===== src/rtl/irq_stim_gen.sv =====
// Interrupt stimulus generator: fires one-hot irq pulses after LFSR-random or fixed
// delays while the core sequencer is idle, with a watchdog and sticky end-of-run flag.
module irq_stim_gen #(
  parameter int          NUM_IRQ       = 4,
  parameter int          DELAY_WIDTH   = 3,
  parameter int          TIMEOUT_WIDTH = 12,
  parameter int          PULSE_LEN     = 1,
  parameter int          MODE          = 0,
  parameter int          FIX_DELAY     = 2,
  parameter logic [15:0] SEED          = 16'hACE1
) (
  input  logic                     clk,
  input  logic                     reset,
  input  logic                     enable,
  input  logic                     ps_idle,
  input  logic [NUM_IRQ-1:0]       irq_ack,
  input  logic                     finish_op,
  input  logic                     stck_ovf,
  output logic [NUM_IRQ-1:0]       irq,
  output logic                     done,
  output logic [1:0]               done_code,
  output logic [TIMEOUT_WIDTH-1:0] tmo_cnt
);

  localparam int          CW   = (NUM_IRQ > 1) ? $clog2(NUM_IRQ) : 1;
  localparam int          PW   = $clog2(PULSE_LEN + 1);
  localparam logic [15:0] TAPS = 16'hB400;

  typedef enum logic [1:0] {ARM, WAIT, FIRE} state_t;

  state_t                 state;
  logic [DELAY_WIDTH-1:0] cnt;
  logic [CW-1:0]          chan;
  logic [CW-1:0]          rr_ptr;
  logic [PW-1:0]          pulse_cnt;
  logic [15:0]            lfsr;

  logic [15:0]            lfsr_next;
  logic [DELAY_WIDTH-1:0] delay_sample;
  logic [CW-1:0]          chan_sample;
  logic [CW-1:0]          rr_next;
  logic                   run;
  logic                   tmo_full;
  logic                   stop_req;
  logic                   done_next;
  logic                   ack_hit;
  logic [1:0]             code_next;

  // Next-value samples; ack_hit works because irq is one-hot on chan while in FIRE
  always_comb begin
    lfsr_next    = lfsr[0] ? ((lfsr >> 1) ^ TAPS) : (lfsr >> 1);
    delay_sample = (MODE == 1) ? DELAY_WIDTH'(FIX_DELAY) : lfsr[DELAY_WIDTH-1:0];
    rr_next      = (NUM_IRQ == 1) ? '0 : rr_ptr + CW'(1);
    if (MODE == 1)
      chan_sample = rr_ptr;
    else if (NUM_IRQ == 1)
      chan_sample = '0;
    else
      chan_sample = lfsr[DELAY_WIDTH +: CW];
    run       = enable & ~done;
    tmo_full  = &tmo_cnt;
    stop_req  = finish_op | stck_ovf | tmo_full;
    done_next = done | stop_req;
    ack_hit   = |(irq_ack & irq);
    if (finish_op)
      code_next = 2'b01;
    else if (stck_ovf)
      code_next = 2'b10;
    else if (tmo_full)
      code_next = 2'b11;
    else
      code_next = 2'b00;
  end

  always_ff @(posedge clk or posedge reset) begin
    if (reset) begin
      state     <= ARM;
      irq       <= '0;
      cnt       <= '0;
      chan      <= '0;
      rr_ptr    <= '0;
      pulse_cnt <= '0;
      lfsr      <= SEED;
      tmo_cnt   <= '0;
      done      <= 1'b0;
      done_code <= 2'b00;
    end else begin
      if (run) begin
        lfsr <= lfsr_next;
        if (!tmo_full)
          tmo_cnt <= tmo_cnt + TIMEOUT_WIDTH'(1);
      end
      if (!done && stop_req) begin
        done      <= 1'b1;
        done_code <= code_next;
      end
      // Ending the run parks the FSM and drops irq on the same edge done sets
      if (done_next) begin
        state <= ARM;
        irq   <= '0;
      end else if (enable) begin
        case (state)
          ARM: begin
            if (ps_idle) begin
              cnt  <= delay_sample;
              chan <= chan_sample;
              if (MODE == 1)
                rr_ptr <= rr_next;
              state <= WAIT;
            end
          end
          WAIT: begin
            if (ps_idle) begin
              if (cnt == '0) begin
                state     <= FIRE;
                irq       <= NUM_IRQ'(1) << chan;
                pulse_cnt <= PW'(1);
              end else begin
                cnt <= cnt - DELAY_WIDTH'(1);
              end
            end
          end
          FIRE: begin
            if (ack_hit || pulse_cnt == PW'(PULSE_LEN)) begin
              state <= ARM;
              irq   <= '0;
            end else begin
              pulse_cnt <= pulse_cnt + PW'(1);
            end
          end
          default: begin
            state <= ARM;
            irq   <= '0;
          end
        endcase
      end
    end
  end

endmodule


===== config.mk =====
export PLATFORM = sky130hd
export DESIGN_NAME = irq_stim_gen
export DESIGN_NICKNAME = d
export VERILOG_FILES = /design/src/rtl/irq_stim_gen.sv
export SDC_FILE = /design/constraint.sdc
export NUM_CORES = 1
export LEC_CHECK = 0
export ABC_AREA = 1
export CAP_MARGIN = 20
export CORE_MARGIN = 8
export CORE_UTILIZATION = 59
export DETAILED_ROUTE_END_ITERATION = 12
export PLACE_DENSITY_LB_ADDON = 0.15
export SKIP_LAST_GASP = 1
export SYNTH_ARGS = -nofsm -noshare
export SYNTH_HDL_FRONTEND = slang
export SYNTH_SLANG_ARGS = --single-unit

===== constraint.sdc =====
create_clock -name clk -period 4 [get_ports clk]
set_clock_uncertainty 0.15 [all_clocks]
set_input_delay 0.4 -clock clk [delete_from_list [all_inputs] [get_ports clk]]
set_output_delay 0.4 -clock clk [all_outputs]
set_load 0.05 [all_outputs]

==> metrics.txt, run 1 <==
Residual DRC=0; Inserted Diodes=0; layout cells sized above 1=between 10% and 20%; R2R cell count=5; post-CTS sizing=0; Worst Path Buf+Inv=1; clk buf depth=2; Final nets=just over 300; CTS clk-pin slew, worst paths=0.07 ns; top cell type's share of synthesized area=between 30% and 40%; row count=22; post-synth net total=roughly 280; max cap viols=0; cts bufs inserted=5; status=completed; Setup Fix Bufs, Post-CTS=0; largest net degree at the start of global routing=23; CP peak stage delay=about 0.85 ns; minimum clock period after layout=around 2.2 ns; first-pass GRT wire length=approximately 7600 um; H-tree depth=2; Final Util=between 70 and 80%; Setup crit end kind=output port; WS Path Type=reg2out; Port Buffer Count=28; pwr/cell area=between 200 and 300 nW/um^2; Fin. Hold Viols=0; Req. time, crit path=about 3.5 ns; width of the die=roughly 77 um; Rel. slew slack=45.6%; Clock Root Buffer=clkbuf_8; CP delay by family, top=buffers and inverters; synthesized cell area=2210 um^2; TritonCTS clock tree=done; vias=roughly 1700; fin. max-slew vios=0; reg2reg end=tmo_cnt[4]; core region area=about 3600 um^2; VDD IR max=211 uV; 1st-iter DRT viols=~100; HPWL after DPL=3190 um; sequential-to-total area share from yosys stat=about half; vias per inst=5.10; Ports=29; mean area per synthesized cell=approximately 8.4 um^2; die footprint=between 5000 and 6000 um^2; Clock Latency Late Sink=~0.29 ns; Cells after Synth=262; largest fanout on the critical path=6; worst hold path cell count=2; TNS Setup=0 ns; CP max-delay cell=clkdlybuf4s50_1; Ys Warns=0; Sink Count=43; CTS Hold Bufs=0; Routed wire per std cell=12.5 um; Starting Density=about three fifths; Crit Reg-Reg Startpoint=done; Pleak=about 1.3 nW; final period utilization=between 50% and 60%; number of library cell types mapped by synthesis=30; Hold Path Class=reg2reg; gr usage total=~15%; FF+latch count, synth=43; min-delay src=lfsr[6]; area delta synth->final=18.7%; router iterations before antenna repair=4; Fmax=~460 MHz; GRT overflow=0; Placer Congestion=roughly 0.8; r2r setup slk=2.11 ns; Critical Path AT=between 1.5 and 2 ns; crit path cell chain=clkdlybuf4s50_1; Worst-Margin Slew=a little over 0.8 ns; hold path endpoint=lfsr[6]; Critical path origin=tmo_cnt[0]; vias in the first global route=~1700; Die H=77.1 um; Yosys top cell by area=dfrtp_1; Final Routed Wirelength=~4300 um; dominant cells by area after synthesis=dfrtp_1 (40%), nand2_1 (14%), dfstp_2 (9.5%), nand3_1 (4.8%), inv_1 (3.9%); Post-DRT Antenna Nets=0; Setup crit start kind=flip-flop; Final setup viols=0; initial antenna violation count=0; RSZ-0062 raised after global routing=no
-- cell usage in the layout (no fill, tap or decap), types with 5 or more instances in the layout --
cell type	count
nor3_1	6
inv_1	23
xnor2_1	5
inv_2	5
nor2_1	17
nand2_1	80
o21ai_2	5
nand2_2	5
o21ai_0	15
dfrtp_1	35
xor2_1	7
clkbuf_8	7
dfstp_2	8
clkdlybuf4s50_1	28
nand3_1	21
-- power breakdown --
group	internal, mW	switching [mW]	total (mW)
clock network	0.158	0.142	0.299
logic	0.0145	0.0196	0.0341
registers	0.441	0.00338	0.444
total	0.613	0.165	0.778
-- worst register-to-register path, cell delays in order (launching register included) --
cell and delay, ns:
dfrtp_1 0.44, nor2_2 0.53, nand2_4 0.16, inv_2 0.25, nand2_1 0.11, xnor2_1 0.14
-- cells by family after synthesis --
kind of cell / synth area share, %
xor gates and xnor gates: 4.76
buffers and inverters: 6.41
adders and majority gates: 1.70
AOI/OAI and AO/OA: 7.71
DFF: 49.2
and+or+nand+nor: 30.2
-- worst max-delay path by stage --
| stage | slack (ns) | end | depth (start not counted) |
|---|---|---|---|
| after floorplan | 2.02 | tmo_cnt[8] | 9 |
| after global placement | 1.66 | tmo_cnt[4] | 7 |
| after detailed placement | 1.59 | tmo_cnt[4] | 7 |
| after CTS | 1.82 | tmo_cnt[0] | 1 |
| after global routing | 1.79 | tmo_cnt[4] | 7 |
| final | 1.84 | tmo_cnt[0] | 1 |
-- sequential cells by signal, summed over array words and instances (netlist names), 2 cells and up --
register and flops:
lfsr 16, tmo_cnt 12, irq 4, cnt 3, chan 2, done_code 2, state 2
-- final cells by class --
cell class,count,area [um^2]
Fill cell,298,1020
Clock buffer,8,100
Tap cell,48,60.1
Inverter,28,105
Sequential cell,43,1090
Multi-Input combinational cell,186,978
Timing Repair Buffer,29,288
-- synthesized netlist by cell type --
cell type,count
nand2_1,80
nand2_4,1
inv_2,5
nand2_2,5
buf_1,1
or2_2,1
nand3_1,21
o21bai_1,3
o21ai_1,3
nand3b_1,1
inv_1,23
buf_2,2
nor3_1,6
ha_1,3
nor2_4,3
nand3_2,1
nand3_4,2
xor2_1,7
or2_1,1
dfstp_2,8
buf_6,2
o21ai_0,15
dfrtp_1,35
nor2_1,17
o21ai_2,5
xnor2_1,5
nand4_1,2
a21oi_1,1
nor2_2,2
a21oi_2,1
-- through the flow --
step	worst slack (ns)	instances	area [um^2]	hold WS (ns)	power (mW)
after floorplan	2.02	262	2210	0.292	0.471
after global placement	1.66	334	2520	0.302	0.487
after detailed placement	1.59	334	2520	0.306	0.487
after CTS	1.82	342	2620	0.318	0.789
after global routing	1.79	342	2620	0.345	0.808
final	1.84	342	2620	0.315	0.778
-- layer usage --
layer | track usage (%) | vias up | wire length [um]
met5 | 0 | - | 0
met4 | 5.66 | 0 | 63
met3 | 4.55 | 4 | 186
met1 | 19.3 | 825 | 2020
met2 | 24.0 | 29 | 2010
li1 | - | 885 | -
(Power assumes the default switching activity.)
==> inputs of run 2 (changes only) <==
--- a/config.mk
+++ b/config.mk
@@ -8,7 +8,7 @@
 export ABC_AREA = 1
 export CAP_MARGIN = 20
 export CORE_MARGIN = 8
-export CORE_UTILIZATION = 59
+export CORE_UTILIZATION = 49
 export DETAILED_ROUTE_END_ITERATION = 12
 export PLACE_DENSITY_LB_ADDON = 0.15
 export SKIP_LAST_GASP = 1
==> constraint.sdc (replaced) <==
create_clock -name clk -period 1.8 [get_ports clk]
set_clock_uncertainty 0.15 [all_clocks]
set_input_delay 0.18 -clock clk [delete_from_list [all_inputs] [get_ports clk]]
set_output_delay 0.18 -clock clk [all_outputs]
set_load 0.05 [all_outputs]
==> run 2 against run 1 <==
Net effect: worst setup slack worse by 1.7 ns; sequential power grew 120%; global-route usage fell by 2.2 points; routed wire length shrank 1.1%; sequential cell count unchanged; largest cell class unchanged; highest routed layer unchanged.
==> metrics.txt, run 2 (synthesis gave the netlist of run 1 again) <==
Rel. slew slack=80.0% (was 45.6%); Fmax=a little over 600 MHz; largest net degree at the start of global routing=44 (was 23); H-tree depth=2 (unchanged); Final Routed Wirelength=4240 um (was 4280 um); TNS Setup=0 ns (unchanged); CP max-delay cell=dfrtp_1 (was clkdlybuf4s50_1); gr usage total=13.1% (was 15.3%); final worst setup slack=0.168 ns (was 1.84 ns); cell depth of the worst setup path=8 (was 1); Largest regs=lfsr x16, tmo_cnt x12, irq x4 (unchanged); WS Path Type=reg2reg (was reg2out); status=completed (unchanged); clk buf depth=2 (unchanged); HPWL after DPL=3120 um (was 3190 um); Setup crit start kind=flip-flop (unchanged); Starting Density=50.7% (was 60.7%); Cell Area, Placed=2540 um^2 (was 2520 um^2); Crit Reg-Reg Startpoint=cnt[0] (was done); vias per inst=4.95 (was 5.10); R2R cell count=8 (was 5); final period utilization=between 90 and 100%; Routed wire per std cell=12.1 um (was 12.5 um); area delta synth->final=20.5% (was 18.7%); router iterations before antenna repair=4 (unchanged); CP peak stage delay=0.37 ns (was 0.85 ns); row count=24 (was 22); commonest non-fill, non-tap cell in the layout=nand2_1 (unchanged); Biggest register=lfsr (unchanged); Final Cell Area=2660 um^2 (was 2620 um^2); fin. max-slew vios=0 (unchanged); max FFs per register=16 (unchanged); max cap viols=0 (unchanged); Setup crit end kind=flip-flop (was output port); Hold Path Class=in2async (was reg2reg); Worst Path Buf+Inv=2 (was 1); VDD IR max=728 uV (was 211 uV); Critical Path AT=1.72 ns (was 1.61 ns); Critical Path Sink=irq[0] (was tmo_cnt[0]); die footprint=6900 um^2 (was 5950 um^2); Pleak=1.33 nW (was 1.27 nW); hold_ws=0.101 ns (was 0.315 ns); Setup Fix Bufs, Post-CTS=0 (unchanged); Tot Pwr=1.83 mW (was 778 uW); pwr/cell area=690 nW/um^2 (was 297 nW/um^2); Post-DRT Antenna Nets=0 (unchanged); Die H=83.1 um (was 77.1 um); vias in the first global route=1681 (was 1720); CP most frequent cell=nand3_1; Placer Congestion=0.835 (was 0.800); Clock Root Buffer=clkbuf_8 (unchanged); Residual DRC=0 (unchanged); RSZ-0062 raised after global routing=no (unchanged); width of the die=83.1 um (was 77.1 um); Worst-Margin Slew=0.298 ns (was 0.815 ns); 1st-iter DRT viols=88 (was 102); layout cells sized above 1=23.1% (was 14.3%); fillers=412 (was 298); post-CTS sizing=0 (unchanged); pre-CTS setup slack=0.122 ns (was 1.59 ns); core region area=4350 um^2 (was 3630 um^2); r2r setup slk=0.17 ns (was 2.11 ns); Port Buffer Count=28 (unchanged); CTS clk-pin slew, worst paths=0.08 ns (was 0.07 ns); largest fanout on the critical path=5 (was 6); commonest non-fill, non-tap cells in the layout=nand2_1 (80), dfrtp_1 (33), inv_1 (23), buf_4 (23), nand3_1 (21) (was nand2_1 (80), dfrtp_1 (35), clkdlybuf4s50_1 (28)); Sink Count=43 (unchanged); Clock Latency Late Sink=0.29 ns (about the same); Final nets=311 (was 306); crit path cell chain=inv_1 -> ha_1 -> nand3_1 -> a21oi_2 -> nand3_1 -> inv_2 -> nand3_1 -> nand2_1 (was clkdlybuf4s50_1); first-pass GRT wire length=7650 um (was 7620 um); reg2reg end=irq[0] (was tmo_cnt[4]); Inserted Diodes=0 (unchanged); Fin. Hold Viols=0 (unchanged); vias=1738 (was 1743); Cell Count, Final, Fillers Out=351 (was 342); Req. time, crit path=1.88 ns (was 3.45 ns); GRT overflow=0 (unchanged); Final Util=61.0% (was 72.0%); minimum clock period after layout=around 1.6 ns; TritonCTS clock tree=done (unchanged); CTS Hold Bufs=0 (unchanged); Ports=29 (unchanged); Critical path origin=cnt[0] (was tmo_cnt[0]); cts bufs inserted=5 (unchanged); CP delay by family, top=simple AND/OR/NAND/NOR gates (was buffers and inverters); Final setup viols=0 (unchanged); Post-Place Cells=343 (was 334); initial antenna violation count=0 (unchanged)
## run 2: changes by cell type in the layout (fill, tap and decap cells not counted)
cell / delta
dfrtp_1: -2
bufinv_16: +1
dfrtp_2: +2
clkdlybuf4s50_1: -19
clkbuf_1: -1
clkbuf_8: -1
buf_12: +2
buf_4: +22
clkinv_2: +1
## run 2: where the power goes
part	internal (mW)	leakage, nW	total (mW)	switching (mW)
Sequential	0.980	0.505	0.987	0.00714
Combinational	0.0351	0.768	0.0790	0.0439
Clock	0.449	0.0612	0.767	0.318
Total	1.46	1.33	1.83	0.370
## run 2: area by class of cell
type / count / area, um^2 / area share [%]
clock buffers: 6 / 82.6 / 3.11
clock inverters: 2 / 35.0 / 1.32
multi-input cells: 186 / 978 / 36.8
inverters: 28 / 105 / 3.95
well taps: 52 / 65.1 / 2.45
repair buffers: 34 / 303 / 11.4
flip-flops and latches: 43 / 1090 / 41.0
## run 2: layer usage
metal  vias up  global-route usage, %  routed length (um)
met3         4                   4.49                 200
li1        903                      -                   -
met2        30                   19.9                1880
met4         0                   4.63                  25
met1       801                   16.7                2130
met5         -                      0                   0
## run 2: worst register-to-register path: stages (launching register included)
cell,delay [ns]
dfrtp_1,0.37
inv_1,0.12
ha_1,0.20
nand3_1,0.10
a21oi_2,0.17
nand3_1,0.21
inv_2,0.13
nand3_1,0.07
nand2_1,0.06
## run 2: worst min-delay path by stage
stage,slack (ns),from,cells after the start,endpoint
floorplan,0.18,finish_op,2,done_code[0]
global placement,0.30,lfsr[6],2,lfsr[6]
detailed placement,0.30,lfsr[6],2,lfsr[6]
CTS,0.10,reset,3,lfsr[9]
global route,0.11,reset,3,lfsr[9]
finish,0.10,reset,3,lfsr[9]
